## config.mk

```make
export PLATFORM = sky130hd
export DESIGN_NAME = regwrite_scoreboard
export DESIGN_NICKNAME = d
export VERILOG_FILES = /design/src/rtl/regwrite_scoreboard.sv
export SDC_FILE = /design/constraint.sdc
export NUM_CORES = 1
export LEC_CHECK = 0
export CORE_AREA = 2 2 164 166
export DETAILED_ROUTE_END_ITERATION = 7
export DIE_AREA = 0 0 166 168
export HOLD_SLACK_MARGIN = 0.08
export SLEW_MARGIN = 20
export SYNTH_ARGS = -nofsm -noshare
export SYNTH_HDL_FRONTEND = slang
export SYNTH_SLANG_ARGS = --single-unit
```

## constraint.sdc

```tcl
create_clock -name clk -period 5.3 [get_ports clk]
set_input_delay 1.06 -clock clk [delete_from_list [all_inputs] [get_ports clk]]
set_output_delay 1.06 -clock clk [all_outputs]
set_load 0.1 [all_outputs]
```

## src/rtl/regwrite_scoreboard.sv

```systemverilog
// Per-register in-flight write scoreboard with a flush drain window.
// Optional SCOREBOARD_RETIRE_BYPASS_EN lets a same-cycle retire clear a source hazard.
module regwrite_scoreboard (
  input  logic        clk,
  input  logic        reset,
  input  logic        issue_valid,
  input  logic        issue_RegWrt,
  input  logic [4:0]  issue_Rd,
  input  logic [4:0]  issue_Rn,
  input  logic [4:0]  issue_Rm,
  input  logic        Rn_used,
  input  logic        Rm_used,
  input  logic        retire_RegWrt,
  input  logic [4:0]  retire_Rd,
  input  logic        flush,
  output logic        stall,
  output logic [31:0] pending,
  output logic        underflow_err
);

  localparam logic [4:0] Xzr      = 5'd31;
  localparam logic [2:0] MaxCnt   = 3'd4;
  localparam logic [2:0] DrainLen = 3'd4;

  typedef enum logic {StRun, StDrain} state_e;

  state_e     state_q, state_d;
  logic [2:0] drain_q, drain_d;
  logic [2:0] cnt_q [32];
  logic [2:0] cnt_d [32];
  logic       underflow_q, underflow_d;

  logic       run_ok;
  logic       ret_dec;
  logic       ret_under;
  logic       inc;
  logic       sat;
  logic       haz_rn, haz_rm;
  logic [2:0] rn_cnt, rm_cnt;

  // Flush outranks any same-cycle issue or retire.
  assign run_ok    = (state_q == StRun) && !flush;
  assign ret_dec   = run_ok && retire_RegWrt && (retire_Rd != Xzr) && (cnt_q[retire_Rd] != 3'd0);
  assign ret_under = run_ok && retire_RegWrt && (retire_Rd != Xzr) && (cnt_q[retire_Rd] == 3'd0);

`ifdef SCOREBOARD_RETIRE_BYPASS_EN
  assign rn_cnt = (ret_dec && (retire_Rd == issue_Rn)) ? cnt_q[issue_Rn] - 3'd1 : cnt_q[issue_Rn];
  assign rm_cnt = (ret_dec && (retire_Rd == issue_Rm)) ? cnt_q[issue_Rm] - 3'd1 : cnt_q[issue_Rm];
`else
  assign rn_cnt = cnt_q[issue_Rn];
  assign rm_cnt = cnt_q[issue_Rm];
`endif

  assign haz_rn = Rn_used && (issue_Rn != Xzr) && (rn_cnt != 3'd0);
  assign haz_rm = Rm_used && (issue_Rm != Xzr) && (rm_cnt != 3'd0);
  assign sat    = issue_RegWrt && (issue_Rd != Xzr) && (cnt_q[issue_Rd] == MaxCnt);

  assign stall = (state_q == StDrain) || (issue_valid && (haz_rn || haz_rm || sat));
  assign inc   = run_ok && issue_valid && !stall && issue_RegWrt && (issue_Rd != Xzr);

  always_comb begin
    for (int i = 0; i < 32; i++) begin
      cnt_d[i] = cnt_q[i];
      if (i < 31) begin
        // Increment and decrement of the same register cancel out.
        if (inc && (issue_Rd == 5'(i))) cnt_d[i] = cnt_d[i] + 3'd1;
        if (ret_dec && (retire_Rd == 5'(i))) cnt_d[i] = cnt_d[i] - 3'd1;
      end
      if (flush || (i == 31)) cnt_d[i] = 3'd0;
    end
  end

  always_comb begin
    state_d     = state_q;
    drain_d     = drain_q;
    underflow_d = underflow_q | ret_under;
    unique case (state_q)
      StRun: begin
        if (flush) begin
          state_d = StDrain;
          drain_d = DrainLen;
        end
      end
      StDrain: begin
        if (flush) begin
          drain_d = DrainLen;
        end else begin
          drain_d = drain_q - 3'd1;
          if (drain_q <= 3'd1) begin
            drain_d = 3'd0;
            state_d = StRun;
          end
        end
      end
      default: begin
        state_d = StRun;
        drain_d = 3'd0;
      end
    endcase
  end

  always_ff @(posedge clk or negedge reset) begin
    if (!reset) begin
      state_q     <= StRun;
      drain_q     <= 3'd0;
      underflow_q <= 1'b0;
      for (int i = 0; i < 32; i++) cnt_q[i] <= 3'd0;
    end else begin
      state_q     <= state_d;
      drain_q     <= drain_d;
      underflow_q <= underflow_d;
      for (int i = 0; i < 32; i++) cnt_q[i] <= cnt_d[i];
    end
  end

  always_comb begin
    pending = 32'd0;
    for (int i = 0; i < 31; i++) pending[i] = (cnt_q[i] != 3'd0);
  end

  assign underflow_err = underflow_q;

endmodule
```

Word level (Yosys, flattened, before mapping)
Cells that the tools add are included.
W data, S select, Z words.
- register bits after elaboration: 98
- output and inout port bits: 34
- word-level logic and storage cells: 407
- $add $sub $neg: 63
- magnitude comparators: 5
- equal/unequal tests: 66
- muxes and demuxes: 113
- bitwise logic cells: 6
- reductions and logical operators: 120
- operator list (cell ; count):
    $mux W3 ; 104
    $eq A5 B5 Y1 const B ; 30
    $reduce_bool A3 Y1 ; 34
    $sub A3 B1 Y3 const B ; 32
    $add A3 B1 Y3 const B ; 31
    $eq A5 B4 Y1 const B ; 16
    $logic_and A1 B1 Y1 ; 78
    $bmux W3 S5 ; 4
    $eq A5 B3 Y1 const B ; 8
    $ge A6 B6 Y1 const B ; 4
    $not A5 Y6 ; 4
    $eq A5 B2 Y1 const B ; 4
    $ne A5 B5 Y1 const B ; 4
    $eq A5 B1 Y1 const B ; 2
    $logic_not A5 Y1 ; 2
    $pmux W3 S2 ; 1
    $eq A3 B3 Y1 const B ; 1
    $le A3 B1 Y1 const B ; 1
    $logic_not A3 Y1 ; 1
    $logic_or A1 B1 Y1 ; 3
    $mux W1 ; 3
    $logic_not A1 Y1 ; 2
    $ne A2 B2 Y1 const B ; 1
    $pmux W1 S2 ; 1
    other kinds (2) ; 2

Longest topological paths before layout
- depth in word-level cells: 19
- mapped depth: 18
- mapped depth without buffers: 13

Worst setup path before layout
OpenSTA, ideal clock, no wires.
- path kind: input -> output
- from: input issue_Rn[0]
- to: output stall
- arrival: 3.647 ns
- required time: 4.240 ns
- path slack: 0.593 ns
- stages on the path: 10
- buffers on the path: 4
- path through: buf_2 > buf_1 > mux4_2 > nand2_1 > o311ai_1 > o211a_1 > buf_2 > clkbuf_1 > nand2_1 > a21o_1
- word-level cells in the longest chain between the ends: 10
- RTL lines (what ; line ; text):
    start: declaration ; 9 ; input logic [4:0] issue_Rn,
    $not A5 Y6 (implied by the code) ; 50 ; assign rn_cnt = cnt_q[issue_Rn];
    $bmux W3 S5 ; 50 ;
    $mux W3 (implied by the code) (2 in series) ; 50 ;
    $reduce_bool A3 Y1 ; 54 ; assign haz_rn = Rn_used && (issue_Rn != Xzr) && (rn_cnt != 3'd0);
    $logic_and A1 B1 Y1 * ; 54 ;
    $logic_or A1 B1 Y1 * (2 in series) ; 58 ; assign stall = (state_q == StDrain) || (issue_valid && (haz_rn || haz_rm || sat));
    $logic_and A1 B1 Y1 * ; 58 ;
    $logic_or A1 B1 Y1 * ; 58 ;
    end: declaration ; 16 ; output logic stall,
Every way passes the cells marked *; elsewhere a longest branch is shown, timed or not. The select of a mux whose other input is x is not followed.

Worst setup path after layout
- from: input issue_Rm[0]
- to: output stall
- word-level cells in the longest chain between the ends: 10
- RTL lines (what ; line ; text):
    start: declaration ; 10 ; input logic [4:0] issue_Rm,
    $not A5 Y6 (implied by the code) ; 51 ; assign rm_cnt = cnt_q[issue_Rm];
    $bmux W3 S5 ; 51 ;
    $mux W3 (implied by the code) (2 in series) ; 51 ;
    $reduce_bool A3 Y1 ; 55 ; assign haz_rm = Rm_used && (issue_Rm != Xzr) && (rm_cnt != 3'd0);
    $logic_and A1 B1 Y1 * ; 55 ;
    $logic_or A1 B1 Y1 * (2 in series) ; 58 ;
    $logic_and A1 B1 Y1 * ; 58 ;
    $logic_or A1 B1 Y1 * ; 58 ;
Marks and branches as above.

==> results.toml <==
[routing]
drt_iter0_markers = 1053
drtAntennaViolNets = 0
viasPerCell = 5.961
num_vias = 9806
drc_errors = 0
drt-wirelength-per-cell_um = 21.19
dr.pass1.iters = 5
drt_wl_total_um = 34860

[timing]
hold_viol_final = 0
rsz0062_at_grt = "false"
fin_tns_setup_ns = 0
setup_ws_ns = 0.2265
clock.fmax_ghz = 0.1971
fin_skew_ns = 0.01010
whs_ns = 0.4695
fin_crit_ns = 5.074
tightest_slew_ns = 0.9814
setup_viol = 0
report.final.slew_viol_count = 0
max_slew_margin_pct = 34.07
fin_crit_sh_pct = 95.73

[logic_synthesis]
synthTopCellsByCount = "101 x nand2_1, 98 x dfrtp_1, 96 x nor2_1, 94 x ha_1, 88 x inv_1"
synth_warnings = 0
synth_nets = 1366
synth_largest_type_area_fraction_pct = 23.86
syn_avg_cell_area_um2 = 8.261
synthFlopType = "dfrtp_1"
yosys.area.top_type = "dfrtp_1"
synth_most_common_cell = "nand2_1"
synthArstFlopShare_pct = 100.0
synth_cell_type_count = 81
synth_edf_count = 0
ys_top_cells_by_area = "dfrtp_1 24%, ha_1 11%, xnor2_1 4.6%"
synth_seq_area_share_pct = 23.86
syn-cell-area_um2 = 10280
synthCells = 1244
yosys_register_bits = 98

[die]
core-area_um2 = 26350
rows = 60
dieHeight_um = 168
num_io_pins = 62
die_w_um = 166
fp.dieArea_um2 = 27890
initial_core_util_pct = 39.00

[clock_tree]
cts_buffer_depth = 2
insertion_delay_ns = 0.37
ctsResizeCount = 0
cts_root_buf = "clkbuf_16"
cts_setup_buffers = 0
cts_max_level = 3
cts.clk_slew.worst_paths_ns = 0.08
numCtsBuffers = 9
holdBufCountCts = 0
clock-sinks = 98
cts_tree = "built"

[power_and_ir_drop]
pwr_density_cell_nw_per_um2 = 173.7
irDropWorstVdd_mv = 0.1897
switching_power_mw = 0.6467
finalPower_mw = 2.052
power_frac_comb_pct = 20.7
pwr-share-seq_pct = 38.1
p_clk_share_pct = 41.1
power.leakage_nw = 4.608
p_int_mw = 1.406
p_sw_share_pct = 31.51

[setup_path]
end_kind = "primary output"
start_kind = "input pin"
crit_fanout = 15
critPathKind = "input pin to primary output"
crit_arrival_ns = 4.01
cp.required_ns = 4.24

[global_route]
grt_max_degree = 63
track_usage_pct = 25.10
antenna_found_initial = 0
overflow = 0
grt_pass1_vias = 9433
grt_first_pass_wirelength_um = 54880

[place]
place_congestion = 1.031
dp_hpwl_um = 26670
dp_slack_ns = 0.3358
io_buffers = 60

[final_layout]
drive_gt1_share_pct = 9.586
n_antenna_cell = 0
nets = 1421
syn2layout_area_growth_pct = 15.00
final_util_pct = 44.85
nFillCells = 2580

[run]
maxCapViolCount = 0

[outcome]
status = "completed"

[hold_path]
hold_class = "flop to flop"
==> power groups by stage <==
stage,clock [mW],combinational [mW],sequential (mW)
after floorplan,0,0.239,0.814
after global placement,0,0.415,0.797
after detailed placement,0,0.418,0.798
after CTS,0.858,0.419,0.783
after global routing,0.886,0.451,0.785
final,0.844,0.426,0.783
==> cell usage in the layout (no fill, tap or decap), types with 5 or more instances in the layout <==
| cell type | n |
|---|---|
| nand2_1 | 101 |
| dfrtp_1 | 98 |
| nor2_1 | 96 |
| ha_1 | 94 |
| inv_1 | 88 |
| nor3_1 | 83 |
| nand3_1 | 62 |
| clkdlybuf4s50_1 | 57 |
| a21oi_1 | 56 |
| xnor2_1 | 54 |
| buf_4 | 53 |
| nand2b_1 | 43 |
| mux2i_1 | 40 |
| nand4_1 | 28 |
| o21ai_0 | 26 |
| or3_1 | 20 |
| nor4_1 | 20 |
| and2_1 | 20 |
| and3_1 | 18 |
| mux4_2 | 15 |
| o31ai_1 | 14 |
| nor4b_1 | 13 |
| a31oi_1 | 12 |
| xor2_1 | 11 |
| a211oi_1 | 10 |
| nor2b_1 | 10 |
| nor3b_1 | 10 |
| or4_1 | 10 |
| clkbuf_16 | 9 |
| a2111oi_0 | 8 |
| a311oi_1 | 8 |
| nor4_4 | 7 |
| xnor3_1 | 6 |
| nor3b_2 | 6 |
| and4_1 | 6 |
| buf_12 | 5 |
==> stage by stage <==
| step | cells | instance area (um^2) |
|---|---|---|
| 2_1_floorplan | 1244 | 10280 |
| 3_3_place_gp | 1629 | 11450 |
| 6_report | 1645 | 11820 |
| 4_1_cts | 1645 | 11820 |
| 5_1_grt | 1645 | 11820 |
| 3_5_place_dp | 1629 | 11450 |
==> registers in the layout (all words and copies together), names as in the netlist <==
name           flops
cnt_q             93
drain_q            3
state_q            1
underflow_err      1
==> path summary, 6_finish.rpt <==
path / start / to / slack [ns] / cells past startpoint
worst max-delay path: issue_Rm[0] / stall / 0.23 / 9
worst min-delay path: underflow_err$_DFF_PN0_ / underflow_err$_DFF_PN0_ / 0.47 / 1
worst max register to register: cnt_q[91]$_DFF_PN0_ / cnt_q[86]$_DFF_PN0_ / 1.37 / 13
worst min register to register: underflow_err$_DFF_PN0_ / underflow_err$_DFF_PN0_ / 0.47 / 1
max in group asynchronous: reset / cnt_q[65]$_DFF_PN0_ / 3.45 / 2
min in group asynchronous: reset / cnt_q[22]$_DFF_PN0_ / 0.80 / 1
==> worst max-delay path, cell delays in order <==
cell	delay (ns)
clkdlybuf4s50_1	0.76
or2_2	0.53
o22ai_1	0.24
o211ai_1	0.22
o22ai_1	0.44
nand3_1	0.17
nand2_1	0.21
a21o_1	0.19
buf_12	0.18
==> metal layers <==
| metal | up-vias | global-route usage (%) | wire [um] |
|---|---|---|---|
| li1 | 4608 | - | - |
| met2 | 385 | 39.91 | 15770 |
| met5 | - | 0 | 0 |
| met4 | 0 | 7.599 | 965 |
| met1 | 4749 | 35.11 | 15580 |
| met3 | 64 | 4.137 | 2542 |
==> kinds of logic after synthesis <==
logic type	synth area share, %
simple gates	30.87
compound gates	13.06
flops	23.86
xor+xnor	6.855
buf+inv	6.465
other cells	0.03649
fa+ha+maj	11.45
mux	7.403
==> cell type report <==
class,instances,area (um^2),share of cell area (%)
Multi-Input combinational cell,986,7169,60.67
Sequential cell,98,2452,20.75
Timing Repair Buffer,115,1069,9.042
Tap cell,341,426.7,3.610
Inverter,89,334.1,2.827
Clock buffer,10,229.0,1.938
Clock inverter,6,137.6,1.165
No activity file was read; power rests on OpenSTA's default activity.
